`config.mk`:
```
export PLATFORM = sky130hd
export DESIGN_NAME = ecall_sequencer
export DESIGN_NICKNAME = d
export VERILOG_FILES = /design/src/rtl/ecall_sequencer_pkg.sv /design/src/rtl/ecall_sequencer_debounce.sv /design/src/rtl/ecall_sequencer.sv
export SDC_FILE = /design/constraint.sdc
export NUM_CORES = 1
export LEC_CHECK = 0
export ABC_AREA = 1
export CAP_MARGIN = 40
export CORE_ASPECT_RATIO = 1.4
export CORE_UTILIZATION = 25
export DETAILED_ROUTE_END_ITERATION = 8
export SYNTH_ARGS = -nofsm -noshare
export SYNTH_HDL_FRONTEND = slang
export SYNTH_SLANG_ARGS = --single-unit
export TNS_END_PERCENT = 1
```
`constraint.sdc`:
```
create_clock -name clk -period 3.01 [get_ports clk]
set_clock_uncertainty 0.15 [all_clocks]
set_input_delay 0.301 -clock clk [delete_from_list [all_inputs] [get_ports clk]]
set_output_delay 0.301 -clock clk [all_outputs]
set_load 0.01 [all_outputs]
```
`src/rtl/ecall_sequencer_pkg.sv`:
```
// Shared constants for the ECALL path: service codes, argument register
// indices and the sequencer state encoding.
package ecall_sequencer_pkg;

    localparam int SYS_PRINT_INT = 1;
    localparam int SYS_READ_INT  = 5;
    localparam int SYS_EXIT      = 10;

    localparam int REG_A0 = 10;
    localparam int REG_A7 = 17;

    typedef enum logic [2:0] {
        ST_IDLE         = 3'd0,
        ST_WAIT_PRESS   = 3'd1,
        ST_WAIT_RELEASE = 3'd2,
        ST_DONE         = 3'd3,
        ST_HALT         = 3'd4
    } state_t;

    typedef enum logic {
        OP_PRINT = 1'b0,
        OP_READ  = 1'b1
    } op_t;

endpackage

```
`src/rtl/ecall_sequencer_debounce.sv`:
```
// Confirm-button conditioner: two-flop synchroniser followed by a stability
// counter; emits the debounced level and a one-cycle pulse on its rising edge.
module btn_debounce #(
    parameter int DEBOUNCE_CYCLES = 1000000
) (
    input  logic clk,
    input  logic rst,
    input  logic btn,
    output logic level,
    output logic rise
);

    localparam int CNT_W = $clog2(DEBOUNCE_CYCLES + 1);

    logic             sync1;
    logic             sync2;
    logic [CNT_W-1:0] cnt;
    logic             cnt_full;

    assign cnt_full = (cnt == CNT_W'(DEBOUNCE_CYCLES - 1));

    always_ff @(posedge clk or posedge rst) begin
        if (rst) begin
            sync1 <= 1'b0;
            sync2 <= 1'b0;
        end else begin
            sync1 <= btn;
            sync2 <= sync1;
        end
    end

    // Any disagreement with the current level must persist for the whole
    // window; a single matching sample restarts the count.
    always_ff @(posedge clk or posedge rst) begin
        if (rst) begin
            cnt   <= '0;
            level <= 1'b0;
            rise  <= 1'b0;
        end else begin
            rise <= 1'b0;
            if (sync2 == level) begin
                cnt <= '0;
            end else if (cnt_full) begin
                cnt   <= '0;
                level <= sync2;
                rise  <= sync2;
            end else begin
                cnt <= cnt + 1'b1;
            end
        end
    end

endmodule

```
`src/rtl/ecall_sequencer.sv`:
```
// ECALL service sequencer: stalls the core while printing to the segment
// latch, reading the switches into a0, or halting on exit.
module ecall_sequencer
    import ecall_sequencer_pkg::*;
#(
    parameter int DEBOUNCE_CYCLES = 1000000,
    parameter int SW_WIDTH        = 16,
    parameter int DATA_WIDTH      = 32
) (
    input  logic                  clk,
    input  logic                  rst,
    input  logic                  ecall,
    input  logic [DATA_WIDTH-1:0] a7,
    input  logic [DATA_WIDTH-1:0] a0,
    input  logic [SW_WIDTH-1:0]   sw,
    input  logic                  btn_confirm,
    output logic                  stall,
    output logic                  wb_en,
    output logic [DATA_WIDTH-1:0] wb_data,
    output logic [DATA_WIDTH-1:0] seg_data,
    output logic                  halted
);

    localparam int EXT_W = DATA_WIDTH - SW_WIDTH;

    state_t                state;
    state_t                next_state;
    op_t                   op;
    logic [DATA_WIDTH-1:0] rd_reg;
    logic                  btn_level;
    logic                  btn_rise;
    logic                  is_print;
    logic                  is_read;
    logic                  is_exit;

    assign is_print = (a7 == DATA_WIDTH'(SYS_PRINT_INT));
    assign is_read  = (a7 == DATA_WIDTH'(SYS_READ_INT));
    assign is_exit  = (a7 == DATA_WIDTH'(SYS_EXIT));

    btn_debounce #(
        .DEBOUNCE_CYCLES(DEBOUNCE_CYCLES)
    ) u_debounce (
        .clk  (clk),
        .rst  (rst),
        .btn  (btn_confirm),
        .level(btn_level),
        .rise (btn_rise)
    );

    always_ff @(posedge clk or posedge rst) begin
        if (rst) begin
            state <= ST_IDLE;
        end else begin
            state <= next_state;
        end
    end

    // Operand capture: the print value is latched on entry, the switch value
    // only on the accepted press so the user can adjust switches while waiting.
    always_ff @(posedge clk or posedge rst) begin
        if (rst) begin
            seg_data <= '0;
            op       <= OP_PRINT;
            rd_reg   <= '0;
        end else begin
            if (state == ST_IDLE && ecall) begin
                if (is_print) begin
                    seg_data <= a0;
                    op       <= OP_PRINT;
                end else if (is_read) begin
                    op <= OP_READ;
                end
            end
            if (state == ST_WAIT_PRESS && btn_rise && op == OP_READ) begin
                rd_reg <= {{EXT_W{sw[SW_WIDTH-1]}}, sw};
            end
        end
    end

    always_comb begin
        next_state = state;
        unique case (state)
            ST_IDLE: begin
                if (ecall) begin
                    if (is_print || is_read) begin
                        next_state = ST_WAIT_PRESS;
                    end else if (is_exit) begin
                        next_state = ST_HALT;
                    end
                end
            end
            ST_WAIT_PRESS: begin
                if (btn_rise) begin
                    next_state = ST_WAIT_RELEASE;
                end
            end
            ST_WAIT_RELEASE: begin
                if (!btn_level) begin
                    next_state = ST_DONE;
                end
            end
            ST_DONE: begin
                next_state = ST_IDLE;
            end
            ST_HALT: begin
                next_state = ST_HALT;
            end
            default: begin
                next_state = ST_IDLE;
            end
        endcase
    end

    // Stall is combinational in IDLE so the PC never moves past the ecall.
    always_comb begin
        stall  = 1'b0;
        wb_en  = 1'b0;
        halted = 1'b0;
        unique case (state)
            ST_IDLE: begin
                stall = ecall && (is_print || is_read || is_exit);
            end
            ST_WAIT_PRESS, ST_WAIT_RELEASE: begin
                stall = 1'b1;
            end
            ST_DONE: begin
                wb_en = (op == OP_READ);
            end
            ST_HALT: begin
                stall  = 1'b1;
                halted = 1'b1;
            end
            default: begin
                stall = 1'b0;
            end
        endcase
    end

    assign wb_data = wb_en ? rd_reg : '0;

endmodule

```
==> qor.yml, run 1 <==
status: "completed"
seq_power_share_pct: 42.3
period_minus_slack_ps: 2710
cts_resized: 0
wl_um: 9590
n_fill_cell: 1551
post-cts-setup-buffer-count: 0
track_usage_pct: 12.2
area_growth_pct: 48.7
io_pins: 151
grt_first_pass_wirelength_um: 15600
avgSynthCellArea_um2: 7.86
clock.fmax_mhz: 368
yosysTopAreaCellShare_pct: 48.4
postSynthNetCount: 585
hold_end: "u_debounce.sync2"
coreArea_um2: 15200
clockBufferDepth: 2
rr_startpoint: "state[1]"
largest_register_ffs: 32
synth_xor_area_share_pct: 1.56
cpMaxStageDelayCell: "clkdlybuf4s50_1"
reg2reg_depth: 6
drt-initial-drc-count: 220
grt_max_degree: 44
drc: 0
reg2reg_to: "seg_data[13]"
final_layout_size_suffix_gt1_share_pct: 7.49
intPower_w: 0.00198
start_kind: "flip-flop"
grt-ovfl-total: 0
hpwl_um: 7390
tns_ps: 0
setup_violations: 0
path_max_fanout: 17
ant_nets: 0
yosysTopAreaCell: "dfrtp_1"
cpPeakStageDelay_ps: 570
r2r_setup_slack_ps: 1030
ys_types: 34
synth-simple-area-share_pct: 33.0
io_buffers: 150
cp_top_family: "buffers and inverters"
netlist_area_um2: 3930
cts_tree: "done"
synth_top_family_by_area: "simple AND/OR/NAND/NOR gates"
ir_drop_uv: 180
yosysWarnings: 0
clk_pin_slew_ps: 60
synth-compound-area-share_pct: 4.58
synthTopCellsByArea: "dfrtp_1, nand2_1, nor2_1"
via_per_inst: 4.30
p_leak_nw: 2.76
vias: 3584
ctsRootBufferMaster: "clkbuf_16"
numCtsBuffers: 9
synth_seq_cells: 76
hp-start: "u_debounce.sync1"
worst_ep_arrival_time_ps: 2260
finalCritPeriodShare_pct: 90.2
hp-class: "flip-flop to flip-flop"
wl_per_cell_um: 11.5
start_util_pct: 25.9
htreeDepth: 3
clock-sinks: 76
drv_slew: 0
cp-end-kind: "primary output"
timing.critical_path.depth: 5
final_common_cell: "clkdlybuf4s50_1"
n_antenna_cell: 0
antenna_found_initial: 0
die_area_um2: 16200
slew_headroom_pct: 61.4
worst_slew_pin_slew_ps: 579
die_height_um: 150
crit_chain: "inv_1, nand4_1, nor2_1, buf_4, clkdlybuf4s50_1"
placed_area_um2: 5500
p_clk_share_pct: 50.1
p_sw_share_pct: 19.6
grt_pass1_vias: 3445
max_cap_viol_count: 0
syn_inst: 500
cts_hold_buf: 0
path_buf_inv: 3
hold_viol_final: 0
p_switching_w: 0.000483
finalInstanceArea_um2: 5850
muxShareOfSynthArea_pct: 0
hold_depth: 0
pwr_density_cell_nw_per_um2: 422
clock_insertion_delay_worst_skew_ps: 330
pwr-share-comb_pct: 7.6
ys_seq_area_share_pct: 48.4
synth-adder-area-share_pct: 0.318
fin_nets: 721
crit_type: "flip-flop to primary output"
die_width_um: 108
rsz0062_at_grt: "false"
crit_required_ps: 2560
final_cell_mix: "clkdlybuf4s50_1, nand2_1, nor2_1, dfrtp_1, inv_1"
gp_congestion: 0.816
first_pass_iters: 4
placementRows: 53
==> layout make-up <==
cell class,instances,area (µm²),area share (%)
flip-flops and latches,76,1900,32.5
multi-input cells,329,1550,26.6
repair buffers,154,1540,26.4
inverters,66,256,4.39
well taps,192,240,4.11
clock buffers,10,239,4.09
clock inverters,6,111,1.90
==> metal layers <==
| layer | GRT usage [%] | part of all wire, % | vias up |
|---|---|---|---|
| li1 | - | - | 1810 |
| met2 | 22.4 | 53 | 74 |
| met5 | 0 | 0 | - |
| met3 | 3.51 | 4.2 | 10 |
| met1 | 13.5 | 42 | 1690 |
| met4 | 3.70 | 1.1 | 0 |
==> synthesized netlist by cell type <==
master and instances:
nand3b_1 1, nor2_8 1, buf_4 16, o21ai_2 3
buf_2 6, nand3_1 45, nor3b_1 1, and3_1 1
nor3_1 11, nor2_1 84, o21ai_1 1, nor3_4 2
nor2_2 3, clkbuf_1 1, inv_6 1, nand2_1 119
inv_2 2, o21ai_0 3, buf_6 6, a21oi_1 23
xor2_1 6, nand2_4 2, nand2_2 6, nor3b_2 1
xnor2_1 1, a31oi_1 2, nand4_1 6, dfrtp_1 76
nand3_2 2, ha_1 1, inv_4 1, o22ai_1 1
nor2_4 3, inv_1 62
==> worst max-delay path by stage <==
stage                   from           to  slack (ps)
floorplan                rst           op         620
global placement      a7[16]        stall         480
detailed placement    a7[16]        stall         470
CTS                 state[2]  wb_data[26]         250
global route        state[2]  wb_data[27]          80
finish              state[2]  wb_data[27]         300
==> power groups by stage <==
stage               Clock, W  Sequential, W  Combinational, W
finish               0.00123        0.00104          0.000188
detailed placement         0        0.00106          0.000192
global placement           0        0.00106          0.000189
global route         0.00133        0.00104          0.000207
floorplan                  0        0.00106         0.0000619
CTS                  0.00127        0.00104          0.000193
==> worst register-to-register path: stages, from the launching register on <==
cell and delay (ps):
dfrtp_1 410, nor2_1 220, nand2_2 160, nor2_8 410, nand2_4 310, nand2_1 150
nand2_1 60
==> through the flow <==
step | cells | hold WS, ps | utilization [%] | setup slack [ps] | power [W]
final | 833 | 200 | 38.5 | 296 | 0.00247
after CTS | 833 | 201 | 38.5 | 247 | 0.00251
after global placement | 817 | 184 | 36.2 | 482 | 0.00125
after floorplan | 500 | 181 | - | 621 | 0.00112
after global routing | 833 | 205 | 38.5 | 81.4 | 0.00258
after detailed placement | 817 | 189 | 36.2 | 469 | 0.00125
==> cells by family (layout without fill, tap and decap cells) <==
group,Yosys count,after routing
AOI/OAI and AO/OA,33,33
xor gates and xnor gates,7,7
adders and majority gates,1,1
buffers and inverters,95,236
DFF,76,76
and+or+nand+nor,288,288
Note: power is estimated with default switching activity, not from simulation.
==> run 2: changes to the inputs <==
--- a/config.mk
+++ b/config.mk
@@ -10,7 +10,9 @@
 export CORE_ASPECT_RATIO = 1.4
 export CORE_UTILIZATION = 25
 export DETAILED_ROUTE_END_ITERATION = 8
+export SLEW_MARGIN = 25
 export SYNTH_ARGS = -nofsm -noshare
 export SYNTH_HDL_FRONTEND = slang
+export SYNTH_HIERARCHICAL = 1
 export SYNTH_SLANG_ARGS = --single-unit
 export TNS_END_PERCENT = 1
==> run 2 against run 1 <==
  * Sequential share of layout area increased by 0.22 points
  * Synthesized area increased by 0.16%
  * Via count decreased by 1.2%
  * Critical path type is now input port to primary output
==> qor.yml, run 2 <==
path_buf_inv: 3
hp-class: "flip-flop to flip-flop"
numCtsBuffers: 9
cp_common_cell: "nor2_1"
path_max_fanout: 3
yosysTopAreaCell: "dfrtp_1"
cpMaxStageDelayCell: "clkdlybuf4s50_1"
finalCritPeriodShare_pct: 85.1
worst_slew_pin_slew_ps: 615
status: "completed"
crit_type: "input port to primary output"
worst_ep_arrival_time_ps: 2110
final_layout_size_suffix_gt1_share_pct: 11.9
fin_nets: 718
final_cell_mix: "nand2_1, clkdlybuf4s50_1, nor2_1, dfrtp_1, inv_1"
clk_pin_slew_ps: 60
cp_top_family: "buffers and inverters"
ys_seq_area_share_pct: 48.3
first_pass_iters: 4
cpPeakStageDelay_ps: 560
tns_ps: 0
period_minus_slack_ps: 2560
antenna_found_initial: 0
cts_resized: 0
crit_chain: "clkdlybuf4s50_1, inv_1, nand3_1, nor2_1, nand2_1, nor2_1, nor2_1, a21oi_1, clkdlybuf4s50_1"
hpwl_um: 7690
cp-end-kind: "primary output"
synth_seq_cells: 76
placedCellCount: 814
drc: 0
via_per_inst: 4.27
ctsRootBufferMaster: "clkbuf_16"
clock.fmax_mhz: 390
grt_first_pass_wirelength_um: 16100
final_common_cell: "nand2_1"
start_util_pct: 25.9
n_antenna_cell: 0
placed_area_um2: 5510
multiInputGateArea_um2: 1620
track_usage_pct: 12.6
yosysMostFrequentCell: "nand2_1"
rsz0062_at_grt: "false"
die_height_um: 150
netlist_area_um2: 3940
drv_slew: 0
wl_um: 9740
gp_congestion: 0.835
postSynthNetCount: 577
io_pins: 151
p_leak_nw: 2.69
synth-edff-count: 0
coreArea_um2: 15200
die_area_um2: 16300
pwr_density_cell_nw_per_um2: 391
finalInstanceArea_um2: 5810
yosysWarnings: 6
n_fill_cell: 1556
ir_drop_uv: 239
clock-sinks: 76
yosys-top-cells-count: "nand2_1, nor2_1, dfrtp_1"
ys_async_sr_fraction_pct: 100
start_kind: "input port"
wl_per_cell_um: 11.7
ys_types: 31
yosysTopAreaCellShare_pct: 48.3
post-cts-setup-buffer-count: 0
drt-initial-drc-count: 145
max_cap_viol_count: 0
avgSynthCellArea_um2: 8.00
io_buffers: 150
crit_required_ps: 2560
ant_nets: 0
final-seq-area_um2: 1900
clockBufferDepth: 2
largest_register_ffs: 32
syn_inst: 492
slew_headroom_pct: 58.9
clock_insertion_delay_worst_skew_ps: 340
cts_hold_buf: 0
placementRows: 53
die_width_um: 108
ys.flop_type: "dfrtp_1"
grt-ovfl-total: 0
vias: 3541
cts_tree: "done"
hold_viol_final: 0
r2r_setup_slack_ps: 1270
grt_pass1_vias: 3544
synthTopCellsByArea: "dfrtp_1, nand2_1, nor2_1"
final_cells: 830
grt_max_degree: 34
setup_violations: 0
area_growth_pct: 47.5
htreeDepth: 3
## run 2: changes by cell type after synthesis, sizes merged, moves of 3 or more
cell | previous run | this run
o21ai | 7 | 21
nand2 | 127 | 167
buf | 28 | 25
a21oi | 23 | 5
inv | 66 | 49
nand3 | 47 | 20
nor3 | 13 | 7
nor2 | 91 | 96
## run 2: final timing paths
check | depth (start not counted) | start | endpoint
setup / recovery | 9 | a7[3] | stall
hold / removal | 0 | u_debounce/sync1 | u_debounce/sync2
setup reg to reg | 6 | state[1] | seg_data[23]
hold reg to reg | 0 | u_debounce/sync1 | u_debounce/sync2
max in group asynchronous | 3 | rst | seg_data[21]
min in group asynchronous | 2 | rst | u_debounce/cnt[16]
## run 2: per-stage QoR
| stage | setup WS (ps) | hold slack (ps) | total power (W) | util (%) |
|---|---|---|---|---|
| after floorplan | 812 | 166 | 0.00109 | - |
| after global placement | 473 | 195 | 0.00121 | 36.2 |
| after detailed placement | 435 | 185 | 0.00121 | 36.3 |
| after CTS | 410 | 199 | 0.00231 | 38.2 |
| after global routing | 271 | 222 | 0.00236 | 38.2 |
| final | 448 | 198 | 0.00227 | 38.2 |
## run 2: cells by family after synthesis
| family | count (synthesis) | share of synthesized area (%) |
|---|---|---|
| compound gates | 26 | 4.64 |
| xor+xnor | 10 | 2.42 |
| fa+ha+maj | 1 | 0.318 |
| buf+inv | 76 | 10.5 |
| flops | 76 | 48.3 |
| simple gates | 303 | 33.8 |
## run 2: routing by layer
metal  global-route usage (%)  part of all wire, %  vias to the layer above
li1                         -                    -                     1776
met1                     13.6                   38                     1637
met2                     22.9                   53                      108
met3                     2.34                  6.2                       20
met4                     7.05                  2.8                        0
met5                        0                    0                        -
## run 2: report_power, final
group          internal [W]  total (W)  switching [W]
logic              0.000107   0.000164      0.0000574
clock network      0.000645    0.00108       0.000432
registers           0.00103    0.00103     0.00000307
## run 2: cell type report
cell class	instances	area share, %
Clock buffer	9	3.88
Timing Repair Buffer	156	26.8
Inverter	50	3.25
Multi-Input combinational cell	340	27.9
Tap cell	192	4.14
Clock inverter	7	1.29
Sequential cell	76	32.8
==> edit 1, RTL diff (settings of run 2) <==
Change the parameter `DATA_WIDTH` from 32 to 64.
--- a/src/rtl/ecall_sequencer.sv
+++ b/src/rtl/ecall_sequencer.sv
@@ -7,3 +7,3 @@
     parameter int SW_WIDTH        = 16,
-    parameter int DATA_WIDTH      = 32
+    parameter int DATA_WIDTH      = 64
 ) (
Ports: changed (resized a0, a7, seg_data and wb_data); port bits go from 151 to 279. The function was not compared with the original's and may differ.
==> edit 1 against run 2 <==
  * The run now ends with design-rule violations left
  * Die area rose by 35%
  * Synthesized area rose by 35%
  * Non-clock buffer count rose by 130
  * Total power rose by 30%
  * Sequential cell count rose by 32
  * Routed wire length rose by 61%
  * Global-route usage rose by 2.1 points
  * Worst setup slack got worse by 0.20 ns
  * Combinational power rose by 65%
  * Final area rose by 43%
  * Clock power rose by 12%
  * Critical endpoint is now wb_data[35]
  * Largest cell class is now non-clock buffers
==> edit 1: results (changes against run 2) <==
INFO  metric status = finished, violations left
INFO  metric violated_checks = design-rule violations
INFO  metric hp-class = input port to asynchronous set/reset pin
INFO  metric maximum_number_of_pins_on_one_net_before_global_route_repair = 65 (+91%)
INFO  metric post-dp-hpwl = 11.9 mm (+55%)
INFO  metric static-leakage-power = 3.83 nW (+42%)
INFO  metric drtPass1Iterations = 8 (+4)
INFO  metric final_layout_size_suffix_gt1_share = 5.77% (-6.1 points)
INFO  metric placed_cells_incl_taps = 1159 (+42%)
INFO  metric synth_commonest_cells = nand2_1, nor2_1, dfrtp_1
INFO  metric place_congestion = 0.814 (-2.6%)
INFO  metric ys_seq_area_share = 50.7% (+2.4 points)
INFO  metric io_buffer_count = 278 (+85%)
INFO  metric grt.met1_usage = 16.1% (+2.5 points)
INFO  metric worst-slew-pin-transition = 0.779 ns (+0.163 ns)
INFO  metric max_reg_flops = 64 (+100%)
INFO  metric drc = 26 (+26)
INFO  metric synth_nets = 832 (+44%)
INFO  metric grt_use_total = 14.7% (+2.1 points)
INFO  metric slowest_delay = 0.62 ns (+0.06 ns)
INFO  metric critPathArrivalTime = 2.31 ns (+0.20 ns)
INFO  metric wl_met2 = 8.35 mm (+63%)
INFO  metric globalRouteMet3Util = 2.36% (+0.020 points)
INFO  metric worst_reg2reg_endpoint = seg_data[57]
INFO  metric global_route.usage.met2 = 27.4% (+4.5 points)
INFO  metric post_synth.cell_area_avg = 7.81 um2 (-2.4%)
INFO  metric detailed_route_wire_length_on_metal_1 = 6.09 mm (+63%)
INFO  metric synthTopCellsByArea = dfrtp_1, nand2_1, nor2_1, buf_4, inv_1
INFO  metric met3_length = 732 um (+21%)
INFO  metric wire_length_of_the_first_global_routing_pass = 25.3 mm (+57%)
INFO  metric routed_via_density = 4.20 (-1.6%)
## edit 1: cell types whose count changed in the layout (fill, tap and decap cells not counted), moves of 4 or more
cell and delta:
nand2_2 -6, a21oi_1 +15, nand2_1 +92, inv_1 -4, clkdlybuf4s50_1 +128, nor2_1 +38, dfrtp_1 +32, o21ai_2 -14
## edit 1: power breakdown
part / switching [mW] / total, mW / internal (mW)
clock network: 0.560 / 1.21 / 0.654
logic: 0.0845 / 0.270 / 0.185
registers: 0.00571 / 1.47 / 1.46
## edit 1: worst max path at each step
stage          slack [ns]          end      from
2_1_floorplan        0.19  wb_data[16]  state[2]
3_3_place_gp         0.40        stall    a7[39]
3_5_place_dp         0.38        stall    a7[39]
4_1_cts              0.20  wb_data[21]  state[2]
5_1_grt             0.003  wb_data[59]  state[2]
6_report             0.25  wb_data[35]  state[2]
## edit 1: cell type report
class                           instances  area (um2)  share of cell area, %
Clock buffer                           10         229                   2.75
Clock inverter                          6        68.8                  0.826
Inverter                               45         170                   2.04
Multi-Input combinational cell        464        1980                   23.8
Sequential cell                       108        2700                   32.5
Tap cell                              256         320                   3.85
Timing Repair Buffer                  286        2860                   34.3
## edit 1: logic make-up (layout without fill, tap and decap cells)
family / after synthesis / after routing / share of synthesized area, %
buffers and inverters: 111 / 347 / 12.2
xor gates and xnor gates: 10 / 10 / 1.78
AOI/OAI and AO/OA: 28 / 28 / 2.72
DFF: 108 / 108 / 50.7
and+or+nand+nor: 425 / 425 / 32.4
adders and majority gates: 1 / 1 / 0.234
## edit 1: metrics by stage
step / util, % / cell area, um2
floorplan: - / 5340
global placement: 38.8 / 8030
detailed placement: 38.8 / 8030
CTS: 40.2 / 8330
global route: 40.2 / 8330
finish: 40.2 / 8330
==> edit 2, RTL diff (flow settings as in run 2) <==
Made on the original files. Put one more register stage on the output `seg_data`. The value now appears one clock later. The other outputs are not delayed to match.
--- a/src/rtl/ecall_sequencer.sv
+++ b/src/rtl/ecall_sequencer.sv
@@ -24,2 +24,4 @@
     localparam int EXT_W = DATA_WIDTH - SW_WIDTH;
+
+    logic [DATA_WIDTH-1:0] seg_data_s0;
 
@@ -61,3 +63,3 @@
         if (rst) begin
-            seg_data <= '0;
+            seg_data_s0 <= '0;
             op       <= OP_PRINT;
@@ -67,3 +69,3 @@
                 if (is_print) begin
-                    seg_data <= a0;
+                    seg_data_s0 <= a0;
                     op       <= OP_PRINT;
@@ -140,2 +142,6 @@
 
+    always_ff @(posedge clk) begin
+        seg_data <= seg_data_s0;
+    end
+
 endmodule
Behaviour: not the same (a bounded check fails within 4 cycles, from zero or initial values and one cycle with rst high).
==> edit 2 against run 2 <==
  * Synthesized area grew 15%
  * Highest routed layer unchanged
  * Worst setup slack lost 0.19 ns
  * Final area grew 12%
  * Total power grew 25%
  * Non-clock buffer count shrank 1
  * Sequential cell count grew 32
  * Critical path type is now flip-flop to primary output
  * Routed wire length grew 4.0%
==> edit 2: results (changes against run 2) <==
INFO  metric worst_skew_pair.late_latency = 0.34 ns (about the same)
INFO  metric wire_length_of_the_first_global_routing_pass = 16.1 mm (+0.30%)
INFO  metric h-tree-depth = 3 (unchanged)
INFO  metric drtIter0Drc = 129 (-11%)
INFO  metric ys.flop_type = dfrtp_1
INFO  metric ys_seq_area_share = 56.0% (+7.7 points)
INFO  metric grt_use_total = 11.1% (-1.5 points)
INFO  metric synthTopCellsByArea = dfrtp_1, dfxtp_1, nor2_1, nand2_1, inv_1
INFO  metric io_buffer_count = 150 (unchanged)
INFO  metric maximum_number_of_pins_on_one_net_before_global_route_repair = 66 (+94%)
INFO  metric critPathArrivalTime = 2.30 ns (+0.19 ns)
INFO  metric via_count_of_the_first_global_routing_pass = 3383 (-4.5%)
INFO  metric critical_path_launch_point = state[1]
INFO  metric critical_path.top_delay_family = buffers and inverters
INFO  metric clk_pin_slew_worst_paths = 0.07 ns
INFO  metric crit_fanout = 17 (+14)
INFO  metric static-leakage-power = 2.91 nW (+8.1%)
INFO  metric hp-class = input port to asynchronous set/reset pin
INFO  metric post-dp-hpwl = 7.72 mm (+0.30%)
INFO  metric reg2reg_from = u_debounce/cnt[0]
INFO  metric yosysWarnings = 6 (unchanged)
INFO  metric synth_nets = 603 (+4.5%)
INFO  metric initial_antenna_violation_count = 0 (unchanged)
INFO  metric ctsRootBufferMaster = clkbuf_16
INFO  metric slowest_delay = 0.57 ns
INFO  metric clk_path_buf_depth = 2 (unchanged)
INFO  metric drtPass1Iterations = 4 (unchanged)
INFO  metric synth_commonest_cells = nor2_1, nand2_1, inv_1
INFO  metric insertedDiodeCount = 0 (unchanged)
INFO  metric nets_final = 742 (+3.3%)
INFO  metric place_congestion = 0.806 (-3.4%)
INFO  metric cts-buffers-inserted = 9 (unchanged)
INFO  metric synth_async_sr_flop_share = 70.4% (-30 points)
INFO  metric crit_path_top_delay_cell = clkdlybuf4s50_1
INFO  metric ir_drop = 223 uV (-6.8%)
INFO  metric status = finished, final reports clean
INFO  metric switching_share = 22.4% (+0.73 points)
INFO  metric post_cts_buffers = 0 (unchanged)
INFO  metric slew-limit-headroom = 57.5% (-1.5 points)
INFO  metric nFillCells = 1875 (+21%)
INFO  metric distinct_cell_type_count_of_the_synthesized_netlist = 29 (-6.5%)
INFO  metric cts.repair.resized = 0 (unchanged)
INFO  metric routed-via-count = 3518 (-0.65%)
INFO  metric reg.largest.list = seg_data x32, seg_data_s0 x32, u_debounce/cnt x20
INFO  metric final_layout_size_suffix_gt1_share = 10.4% (-1.5 points)
INFO  metric detail_route.wl_per_cell = 11.2 um (-4.3%)
==> edit 2: cells by family after synthesis <==
kind of cell | count (synthesis) | synth area share (%)
simple gates | 231 | 21.8
buf+inv | 109 | 11.3
flops | 108 | 56.0
compound gates | 59 | 8.46
xor+xnor | 10 | 2.09
fa+ha+maj | 1 | 0.275
==> edit 2: layout make-up <==
cell class / count / area, um2 / share of cell area, %
Inverter: 82 / 308 / 4.74
Clock buffer: 10 / 250 / 3.85
Clock inverter: 6 / 62.6 / 0.963
Timing Repair Buffer: 155 / 1550 / 23.9
Multi-Input combinational cell: 301 / 1480 / 22.8
Sequential cell: 108 / 2540 / 39.1
Tap cell: 240 / 300 / 4.62
==> edit 2: path summary, 6_finish.rpt <==
check / slack (ns) / end / depth (start not counted)
worst max-delay path: 0.26 / wb_data[29] / 6
worst min-delay path: 0.03 / state[0] / 2
worst min register to register: 0.20 / u_debounce/sync2 / 0
worst max register to register: 1.33 / u_debounce/cnt[5] / 6
max in group asynchronous: 1.84 / seg_data_s0[9] / 3
min in group clk: 0.20 / u_debounce/sync2 / 0
==> edit 2: metrics by stage <==
stage | cell area [um2] | util (%) | worst slack [ns] | hold WS (ns) | instances
after detailed placement | 6190 | 34.7 | 0.516 | 0.188 | 886
final | 6500 | 36.4 | 0.256 | 0.0320 | 902
after global routing | 6500 | 36.4 | 0.0320 | 0.0568 | 902
after floorplan | 4540 | - | 0.660 | 0.166 | 518
after global placement | 6190 | 34.7 | 0.543 | 0.187 | 886
after CTS | 6500 | 36.4 | 0.213 | 0.0186 | 902
==> edit 2: worst register-to-register path, cell delays in order (launching register included) <==
cell and delay [ns]:
dfrtp_1 0.38, ha_1 0.20, nand3_1 0.17, nor2_4 0.18, nand3_1 0.21, nand2_2 0.22, nor2_1 0.07
==> edit 2: metal layers <==
metal | vias up | wire (um) | GRT usage, %
li1 | 1846 | - | -
met1 | 1583 | 4060 | 11.9
met2 | 72 | 5350 | 20.3
met3 | 17 | 449 | 2.51
met4 | 0 | 274 | 5.01
met5 | - | 0 | 0
==> edit 2: power groups by stage <==
stage                     clock (mW)  combinational [mW]  sequential [mW]
final                           1.19               0.181             1.46
after detailed placement           0               0.185             1.49
after global routing            1.30               0.203             1.47
after CTS                       1.25               0.186             1.46
after floorplan                    0              0.0583             1.49
after global placement             0               0.184             1.49
